--- src/rtl/bcd_pkg.sv ---
// bcd_pkg: shared state encoding and constant helpers for the sequential BCD converter
package bcd_pkg;
   typedef enum logic [1:0] {IDLE = 2'd0, SHIFT = 2'd1, DONE = 2'd2} state_t;
   function automatic logic [63:0] pow10(input int n);
      logic [63:0] p;
      p = 64'd1;
      for (int i = 0; i < n; i++) p = p * 64'd10;
      return p;
   endfunction
   function automatic int clog2(input int n);
      int r;
      r = 0;
      while ((1 << r) < n) r++;
      return r;
   endfunction
endpackage

--- src/rtl/bcd_digit_adj.sv ---
// bcd_digit_adj: double-dabble digit correction, adds 3 to any digit of 5 or more
module bcd_digit_adj (
   input  logic [3:0] d,
   output logic [3:0] q
);
   assign q = d >= 4'd5 ? d + 4'd3 : d;
endmodule

--- src/rtl/bin_to_bcd_seq.sv ---
// bin_to_bcd_seq: one-bit-per-clock shift-and-add-3 binary to BCD converter with saturation on overflow
module bin_to_bcd_seq
   import bcd_pkg::*;
#(
   parameter int BIN_W  = 14,
   parameter int DIGITS = 4
) (
   input  logic                  clk,
   input  logic                  reset_p,
   input  logic                  start,
   input  logic [BIN_W-1:0]      bin,
   output logic                  busy,
   output logic                  done,
   output logic [4*DIGITS-1:0]   bcd,
   output logic                  ovf
);
   localparam int AW = 4 * DIGITS;
   localparam int CW = BIN_W > 1 ? clog2(BIN_W) : 1;
   localparam logic [63:0] MAX = pow10(DIGITS) - 64'd1;
   state_t           state;
   logic [BIN_W-1:0] sr;
   logic [AW-1:0]    acc, adj, acc_nx;
   logic [CW-1:0]    cnt;
   logic             ovf_n;
   for (genvar g = 0; g < DIGITS; g++) begin : g_adj
      bcd_digit_adj u_adj (.d(acc[4*g +: 4]), .q(adj[4*g +: 4]));
   end
   assign acc_nx = {adj[AW-2:0], sr[BIN_W-1]};
   always_ff @(posedge clk) begin
      if (reset_p) begin
         state <= IDLE;
         busy  <= 1'b0;
         done  <= 1'b0;
         bcd   <= '0;
         ovf   <= 1'b0;
         sr    <= '0;
         acc   <= '0;
         cnt   <= '0;
         ovf_n <= 1'b0;
      end else if (state == SHIFT) begin
         acc <= acc_nx;
         sr  <= sr << 1;
         cnt <= cnt - CW'(1);
         if (cnt == '0) begin
            state <= DONE;
            busy  <= 1'b0;
            done  <= 1'b1;
            bcd   <= ovf_n ? {DIGITS{4'h9}} : acc_nx;
            ovf   <= ovf_n;
         end
      end else begin
         done <= 1'b0;
         // DONE accepts start exactly like IDLE so a held start converts back-to-back
         if (start) begin
            state <= SHIFT;
            busy  <= 1'b1;
            sr    <= bin;
            acc   <= '0;
            cnt   <= CW'(BIN_W - 1);
            ovf_n <= 64'(bin) > MAX;
         end else begin
            state <= IDLE;
         end
      end
   end
endmodule
--- config.mk ---
export PLATFORM = sky130hd
export DESIGN_NAME = bin_to_bcd_seq
export DESIGN_NICKNAME = d
export VERILOG_FILES = /design/src/rtl/bcd_pkg.sv /design/src/rtl/bcd_digit_adj.sv /design/src/rtl/bin_to_bcd_seq.sv
export SDC_FILE = /design/constraint.sdc
export NUM_CORES = 1
export LEC_CHECK = 0
export CELL_PAD_IN_SITES_DETAIL_PLACEMENT = 0
export CELL_PAD_IN_SITES_GLOBAL_PLACEMENT = 1
export CORE_MARGIN = 3
export CORE_UTILIZATION = 41
export CTS_CLUSTER_DIAMETER = 50
export CTS_CLUSTER_SIZE = 8
export DETAILED_ROUTE_END_ITERATION = 8
export GPL_ROUTABILITY_DRIVEN = 1
export GPL_TIMING_DRIVEN = 1
export PLACE_DENSITY_LB_ADDON = 0.1
export SYNTH_ARGS = -nofsm -noshare
export SYNTH_HDL_FRONTEND = slang
export SYNTH_SLANG_ARGS = --single-unit
--- constraint.sdc ---
create_clock -name clk -period 2.1 [get_ports clk]
set_input_delay 0.42 -clock clk [delete_from_list [all_inputs] [get_ports clk]]
set_output_delay 0.42 -clock clk [all_outputs]
set_load 0.005 [all_outputs]
After elaboration in Yosys (flattened, before gate mapping)
Index checks and enable logic that the tools add are counted.

cells by class
  add/subtract/negate cells = 5
  magnitude comparators = 5
  equal/unequal tests = 2
  mux-type cells = 17
  bitwise operators = 1
  reduce and logical (&&, ||, !) cells = 7

operators with widths
  kind                                                                                  number
  16-bit two-way mux                                                                    3
  14-bit two-way mux                                                                    2
  4-bit two-way mux                                                                     5
  4-bit by 3-bit greater-or-equal comparator with 1-bit output (second input constant)  4
  14-bit greater-than comparator (second input constant)                                1
  4-bit by 2-bit adder with 4-bit output (second input constant)                        3
  2-bit AND reduction                                                                   3
  4-bit zero test                                                                       1
  1-bit two-way mux                                                                     4
  2-bit two-way mux                                                                     2
  2-bit OR reduction                                                                    2
  4-bit by 1-bit subtractor with 4-bit output (second input constant)                   1
  3-bit by 2-bit adder with 3-bit output (second input constant)                        1
  3-bit two-way mux                                                                     1
  2-bit by 1-bit equality test with 1-bit output (second input constant)                1
  2-bit by 1-bit != test with 1-bit output (second input constant)                      1
  2-bit nonzero test                                                                    1
  1-bit NOT                                                                             1

storage, ports and cells
  register bits after elaboration = 56
  output and inout bits = 19
  word-level logic and storage cells = 47

Longest topological paths before layout
Gate-level depths: netlist (run 1).

  depth after elaboration = 3
  gate-level depth with buffers = 7
  mapped depth without buffers = 6

Cells and area by module
Synthesis (run 1) repeated with hierarchy kept, for this count alone.

unflattened totals
  cells, all modules = 256
  area total of the unflattened synthesis = 2506.2 um2

modules (own cells, without submodules)
  module          instances  cells each  area an instance (um2)  sequential area each (um2)
  bin_to_bcd_seq  1          192         2100.8                  1121.1
  bcd_digit_adj   4          16          101.3                   0.0

Worst setup path before layout (run 1)
OpenSTA, ideal clock, no wires.

  kind = reg-to-reg
  start point = reg cnt[0]
  end point = reg bcd[13]
  setup time = 0.067 ns
  data arrival time = 1.460 ns
  slack = 0.573 ns
  cell stages (with the launch flop) = 8
  buffers on the path = 1
  period minus slack after synthesis = 1.527 ns
  path through = dfxtp_1 -> inv_1 -> ha_1 -> nor3b_4 -> nand2_2 -> or3_1 -> buf_6 -> o21ai_2

on the way
  cells in the longest elaborated chain, start to end = 2

RTL lines
  item                           line                  RTL
  start, declared                bin_to_bcd_seq.sv:23  logic [CW-1:0] cnt;
  start signal, assigned         bin_to_bcd_seq.sv:43  cnt <= cnt - CW'(1);
  start signal, assigned         bin_to_bcd_seq.sv:59  cnt <= CW'(BIN_W - 1);
  4-bit zero test                bin_to_bcd_seq.sv:44  if (cnt == '0) begin
  2-bit AND reduction (no line)  -
  end signal, assigned           bin_to_bcd_seq.sv:48  bcd <= ovf_n ? {DIGITS{4'h9}} : acc_nx;
  end, declared                  bin_to_bcd_seq.sv:14  output logic [4*DIGITS-1:0] bcd,

Every way passes these cells.
A chain may end at the register's enable or synchronous reset.

Worst setup path in the final report (run 1)
  start point = reg cnt[0]
  end point = reg bcd[5]

The elaborated chain is that of the path after synthesis.

==> results by group, run 1 <==
Cells and area
  – Area Growth Syn to Fin: 21.19%
  – Most frequent cells in the layout: dfxtp_1, nor2_1, clkdlybuf4s50_1
  – Proportion of layout cells with a drive suffix above 1: 0.1146
  – Most common cell after layout, fill and taps aside: dfxtp_1
  – # fillers: 584
  – Final core utilization: 0.5179
  – Post-route cell area: 3084 um^2
  – Nets: 348
  – Antenna diodes: 0

Critical path
  – Worst Path Buf+Inv: 1
  – Crit-path max cell delay: approximately 530 ps
  – Setup crit start: cnt[0]
  – Cell count of the worst reg-to-reg path: 6
  – Delay-heaviest family, CP: simple AND/OR/NAND/NOR gates
  – Cells along the critical path: inv_1 -> ha_1 -> nor3b_4 -> nand2_2 -> or3_1 -> o21ai_2
  – CP endpoint kind: register
  – Crit path depth: 6
  – CP arrival: 1980 ps
  – Max FO, Critical Path: 8
  – Worst r2r src: cnt[0]
  – Worst Path Required: 2340 ps
  – RR Endpoint: bcd[5]
  – Crit-path slowest cell: or3_1
  – Critical Path Start Type: register
  – WS Path Type: reg2reg
  – Setup crit end: bcd[5]
  – R2R setup slack: roughly 360 ps

Global routing
  – Total track usage: 0.1663
  – Largest net degree at the start of global routing: 35
  – Initial antenna violation count: 0
  – Congestion Overflow GR: 0
  – Vias in the first global route: about 2,000
  – First-pass GRT wire length: just under 10,000 um

Synthesis
  – Post-synthesis sequential area ratio: 0.4405
  – Mapped Avg Cell Area: 8.867 um^2
  – Post-synthesis async set-or-reset flop share: 0
  – Syn_nets: between 300 and 400
  – Netlist Area Pre-Place: 2545 um^2
  – EDFF count, synth: 0
  – Mapped Cells: 287
  – Synth cell types: 35
  – Synthesis-stage register bit count: between 50 and 60
  – Yosys Warn Count: 0
  – Synth Flop Type: dfxtp_1

STA
  – WHS: 466.5 ps
  – Final clock period utilization by the worst path: 0.8280
  – Final hold vios: 0
  – Final Skew: around 5.6 ps
  – Final setup margin: 361.1 ps
  – Final TNS setup: 0 ps
  – Peak Freq: 575.1 MHz
  – Final Max Tran Viols: 0
  – Minimum clock period: 1739 ps
  – RSZ-0062 raised after global routing: false
  – Worst slew margin: 0.6042
  – Slew @ Worst Pin: 593.8 ps
  – Final setup vio count: 0

Status
  – Status: completed

Placed design
  – IO buf count: 35
  – Dpl hpwl: between 3000 and 4000 um
  – Gpl congestion: roughly 0.74
  – Post-Place Cell Area: ~3000 um^2
  – Worst Setup Slack post-DPL: 356.1 ps

Pwr
  – Maximum vdd drop: 0.2542 mV
  – Leakage power: 0.001146 uW
  – Power Density: 677.8 nW/um^2

Clock network
  – Clock sinks: 56
  – Latest clock arrival within the worst-skew pair: 300 ps
  – CTS tree: done
  – Root buffer cell: clkbuf_8
  – Clk slew on worst S/H paths: around 100 ps
  – Hold-fix buffers at CTS: 0
  – Clk buf depth: 2
  – Post-CTS Setup Bufs: 0
  – H-tree depth: 2
  – Cts bufs inserted: 5
  – Number of gates resized after CTS: 0

Floorplanning
  – Die width: around 85 um
  – Starting Density: 0.4273
  – # rows: 28
  – Core ar.: 5956 um^2
  – Io pins: 36
  – Die Ht: around 85 um
  – Total die area: 7189 um^2

Routing
  – First DRT Iteration DRCs: 130
  – # DRC: 0
  – Via Count: 2,113
  – Vias per inst: 5.309
  – First drt pass iteration count: 4
  – Remaining antenna violation count after routing: 0
  – Wirelength, routed: slightly below 6000 um
  – Wire per inst: 14.48 um

Hold path
  – Min-Delay Path Class: reg2reg

Flow run
  – Max_cap viols: 0
## area by class of cell
| class | count | area, um^2 | share of cell area |
|---|---|---|---|
| tap | 75 | 93.84 | 0.03043 |
| timing repair buffer | 48 | 442.9 | 0.1436 |
| clock buffer | 6 | 82.58 | 0.02677 |
| sequential | 56 | 1121 | 0.3635 |
| multi-input combinational | 200 | 1292 | 0.4191 |
| clock inverter | 2 | 10.01 | 0.003245 |
| inverter | 11 | 41.29 | 0.01339 |
## where the power goes
group,switching [uW],total [uW],internal (uW)
combinational,171,326,155
sequential,39.2,1160,1120
clock,341,605,264
total,550,2090,1540
## cell usage after synthesis (2+ instances only)
master / number / share of area
ha_1: 9 / 0.044
o41ai_1: 2 / 0.0069
mux2i_1: 13 / 0.051
nor3b_1: 3 / 0.0088
a21oi_1: 17 / 0.033
dfxtp_1: 56 / 0.44
o21ai_2: 8 / 0.028
clkbuf_1: 13 / 0.019
and3_1: 4 / 0.0098
nand2_1: 8 / 0.012
nor3_1: 15 / 0.029
a211oi_1: 16 / 0.047
nand3_1: 13 / 0.026
buf_2: 6 / 0.012
nor2_1: 35 / 0.052
inv_1: 10 / 0.015
mux2_2: 4 / 0.018
nand2b_1: 10 / 0.025
o22ai_1: 11 / 0.027
or3_1: 2 / 0.0049
nand3b_1: 8 / 0.024
xnor2_1: 4 / 0.014
o21ai_0: 8 / 0.016
## stage by stage
step                total power (uW)  std cells
finish                          2091        398
global route                    2212        398
CTS                             2119        398
detailed placement              1512        390
global placement                1510        390
floorplan                       1375        287
## tightest hold or removal path: stages, from the launching register on
cell and delay, ps:
dfxtp_1 320, nand2_1 60, a21oi_1 50
## state kept, by name, summed over array words and instances (netlist names)
register	cells
acc	16
bcd	16
busy	1
cnt	4
done	1
ovf	1
ovf_n	1
sr	14
state	2
## layer usage
| metal | GRT usage | wire length (um) | share of wire | vias up |
|---|---|---|---|---|
| met5 | 0 | 0 | 0 | - |
| met4 | 0.03885 | 51 | 0.0088 | 0 |
| met3 | 0.03631 | 165 | 0.029 | 5 |
| met2 | 0.2541 | 2619 | 0.45 | 29 |
| met1 | 0.2399 | 2927 | 0.51 | 994 |
| li1 | - | - | - | 1085 |
## worst min-delay path by stage
| stage | startpoint | endpoint | slack, ps | cells after the start |
|---|---|---|---|---|
| finish | ovf | ovf | 470 | 2 |
| global route | bcd[11] | bcd[11] | 510 | 2 |
| CTS | ovf | ovf | 470 | 2 |
| detailed placement | ovf | ovf | 450 | 2 |
| global placement | ovf | ovf | 450 | 2 |
| floorplan | sr[13] | acc[0] | 450 | 2 |
## kinds of logic (layout without fill, tap and decap cells)
kind of cell               count (synthesis)  in the layout  synth area share
muxes                                     17             17           0.06883
xor gates and xnor gates                   4              4           0.01376
adders and majority gates                  9              9           0.04425
AOI/OAI and AO/OA                         66             66            0.1706
buffers and inverters                     31             67           0.05162
and+or+nand+nor                          104            104            0.2104
DFF                                       56             56            0.4405
Power figures use the tool's default switching activity.
==> inputs of run 2 (changes only) <==
==> constraint.sdc (replaced) <==
create_clock -name clk -period 1.8 [get_ports clk]
set_input_delay 0.36 -clock clk [delete_from_list [all_inputs] [get_ports clk]]
set_output_delay 0.36 -clock clk [all_outputs]
set_load 0.005 [all_outputs]
==> run 2 against run 1 <==
Via count down 0.71%; largest cell class unchanged; die area unchanged; first-iteration DRC count down 48%; critical endpoint is now acc[6]; clock power up 36%; utilization up 0.71 points; fmax up 5.4%; sequential cell count unchanged; count of clock-buffer cells in the layout unchanged; cell area up 1.4%; combinational power up 18%; sequential share of layout area down 0.49 points; cell count up 0.50%.
==> results by group, run 2 (same netlist as run 1, synthesis figures left out) <==
Placed design
  – IO buf count: 35
  – Gpl congestion: 0.7452
  – Dpl hpwl: 4029 um

Cells and area
  – Nets: 350
  – # fillers: 600
  – Antenna diodes: 0
  – Most frequent cells in the layout: dfxtp_1, nor2_1, clkdlybuf4s50_1
  – Biggest regs: acc x16, bcd x16, sr x14
  – Proportion of layout cells with a drive suffix above 1: 0.1169
  – Most common cell after layout, fill and taps aside: dfxtp_1
  – Area Growth Syn to Fin: 22.86%
  – Final core utilization: 0.5250

Routing
  – First DRT Iteration DRCs: 68
  – Vias per inst: between 5 and 6
  – Wire per inst: 14.49 um
  – Via Count: 2,098
  – Remaining antenna violation count after routing: 0
  – # DRC: 0
  – First drt pass iteration count: 4
  – Wirelength, routed: 5794 um

Floorplanning
  – Die width: 84.79 um
  – Core ar.: 5956 um^2
  – # rows: 28
  – Die Ht: 84.79 um
  – Starting Density: 0.4273
  – Io pins: 36
  – Total die area: 7189 um^2

Pwr
  – Leakage power: between 0.001 and 0.0015 uW
  – Total Power: between 2000 and 3000 uW
  – Power Density: 820.0 nW/um^2
  – Maximum vdd drop: 0.5296 mV

Critical path
  – WS Path Type: reg2reg
  – CP endpoint kind: register
  – Cells along the critical path: inv_1 -> ha_1 -> nand2b_1 -> a21oi_1 -> mux2_2 -> o22ai_1
  – Crit-path max cell delay: 390 ps
  – Critical Path Start Type: register
  – CP arrival: 1890 ps
  – Max FO, Critical Path: 3
  – Crit-path slowest cell: mux2_2
  – Worst Path Required: 2040 ps

Global routing
  – Vias in the first global route: 2,068
  – Initial antenna violation count: 0
  – GR Layer Usage met3: 0.03042
  – Largest net degree at the start of global routing: 43
  – Grt met2 use: 0.2591
  – Layer with the highest usage: met2
  – Congestion Overflow GR: 0
  – First-pass GRT wire length: 9949 um
  – Grt met1 use: 0.2467
  – Total track usage: 0.1712

Clock network
  – CTS tree: done
  – Post-CTS Setup Bufs: 0
  – Latest clock arrival within the worst-skew pair: 310 ps
  – Root buffer cell: clkbuf_8
  – Clk buf depth: 2
  – Clock sinks: 56
  – Cts bufs inserted: 5
  – H-tree depth: 2
  – Clk slew on worst S/H paths: about 100 ps
  – Number of gates resized after CTS: 0
  – Hold-fix buffers at CTS: 0

STA
  – Final setup vio count: 0
  – Slew @ Worst Pin: 549.5 ps
  – Final Max Tran Viols: 0
  – Final clock period utilization by the worst path: 0.9168
  – Final TNS setup: 0 ps
  – Minimum clock period: 1650 ps
  – RSZ-0062 raised after global routing: false
  – Worst slew margin: 0.6337
  – WHS: 458.1 ps
  – Final hold vios: 0
  – Final Skew: 8.835 ps
  – Peak Freq: 606.0 MHz

Hold path
  – Min-Delay Path Class: in2reg

Flow run
  – Max_cap viols: 0

Status
  – Status: completed
## run 2: cell types whose count changed in the layout (fill, tap and decap cells not counted)
cell	previous run	this run
clkbuf_1	0	1
buf_12	0	1
clkinv_2	2	1
clkbuf_8	6	5
bufinv_16	0	1
buf_4	13	14
## run 2: critical path: cells and delay by family, from the launching register on
| family | cells | cell delay [ps] |
|---|---|---|
| fa+ha+maj | 1 | 180 |
| compound gates | 2 | 390 |
| simple gates | 1 | 150 |
| mux | 1 | 390 |
| flops | 1 | 380 |
| buf+inv | 1 | 90 |
## run 2: metal layers
layer  vias up  share of wire
met5         -              0
met4         0          0.013
met3         8          0.036
met2        31           0.43
met1       963           0.52
li1       1096              -
## run 2: final timing paths
| kind | start | slack [ps] | depth (start not counted) | to |
|---|---|---|---|---|
| max | acc[5] | 150 | 6 | acc[6] |
| min | reset_p | 460 | 3 | acc[7] |
| max reg2reg | acc[5] | 150 | 6 | acc[6] |
| min reg2reg | ovf | 470 | 2 | ovf |
## run 2: final cells by class
class	instances	area (um^2)	share of cell area
sequential	56	1121	0.3585
inverter	11	41.29	0.01321
tap	75	93.84	0.03001
clock inverter	2	35.03	0.01120
multi-input combinational	200	1292	0.4134
clock buffer	6	72.57	0.02321
timing repair buffer	50	470.5	0.1505
## run 2: report_power, final
part	leakage [uW]	internal, uW	switching [uW]
Sequential	0.000457	1310	49.5
Combinational	0.000649	189	196
Clock	0.0000552	414	408
Total	0.00116	1910	653
## run 2: metrics by stage
stage	instance area [um^2]	instances	setup slack [ps]
finish	3127	400	149.8
detailed placement	3019	392	143.9
CTS	3127	400	148.0
floorplan	2545	287	272.7
global route	3127	400	4.672
global placement	3019	392	163.7
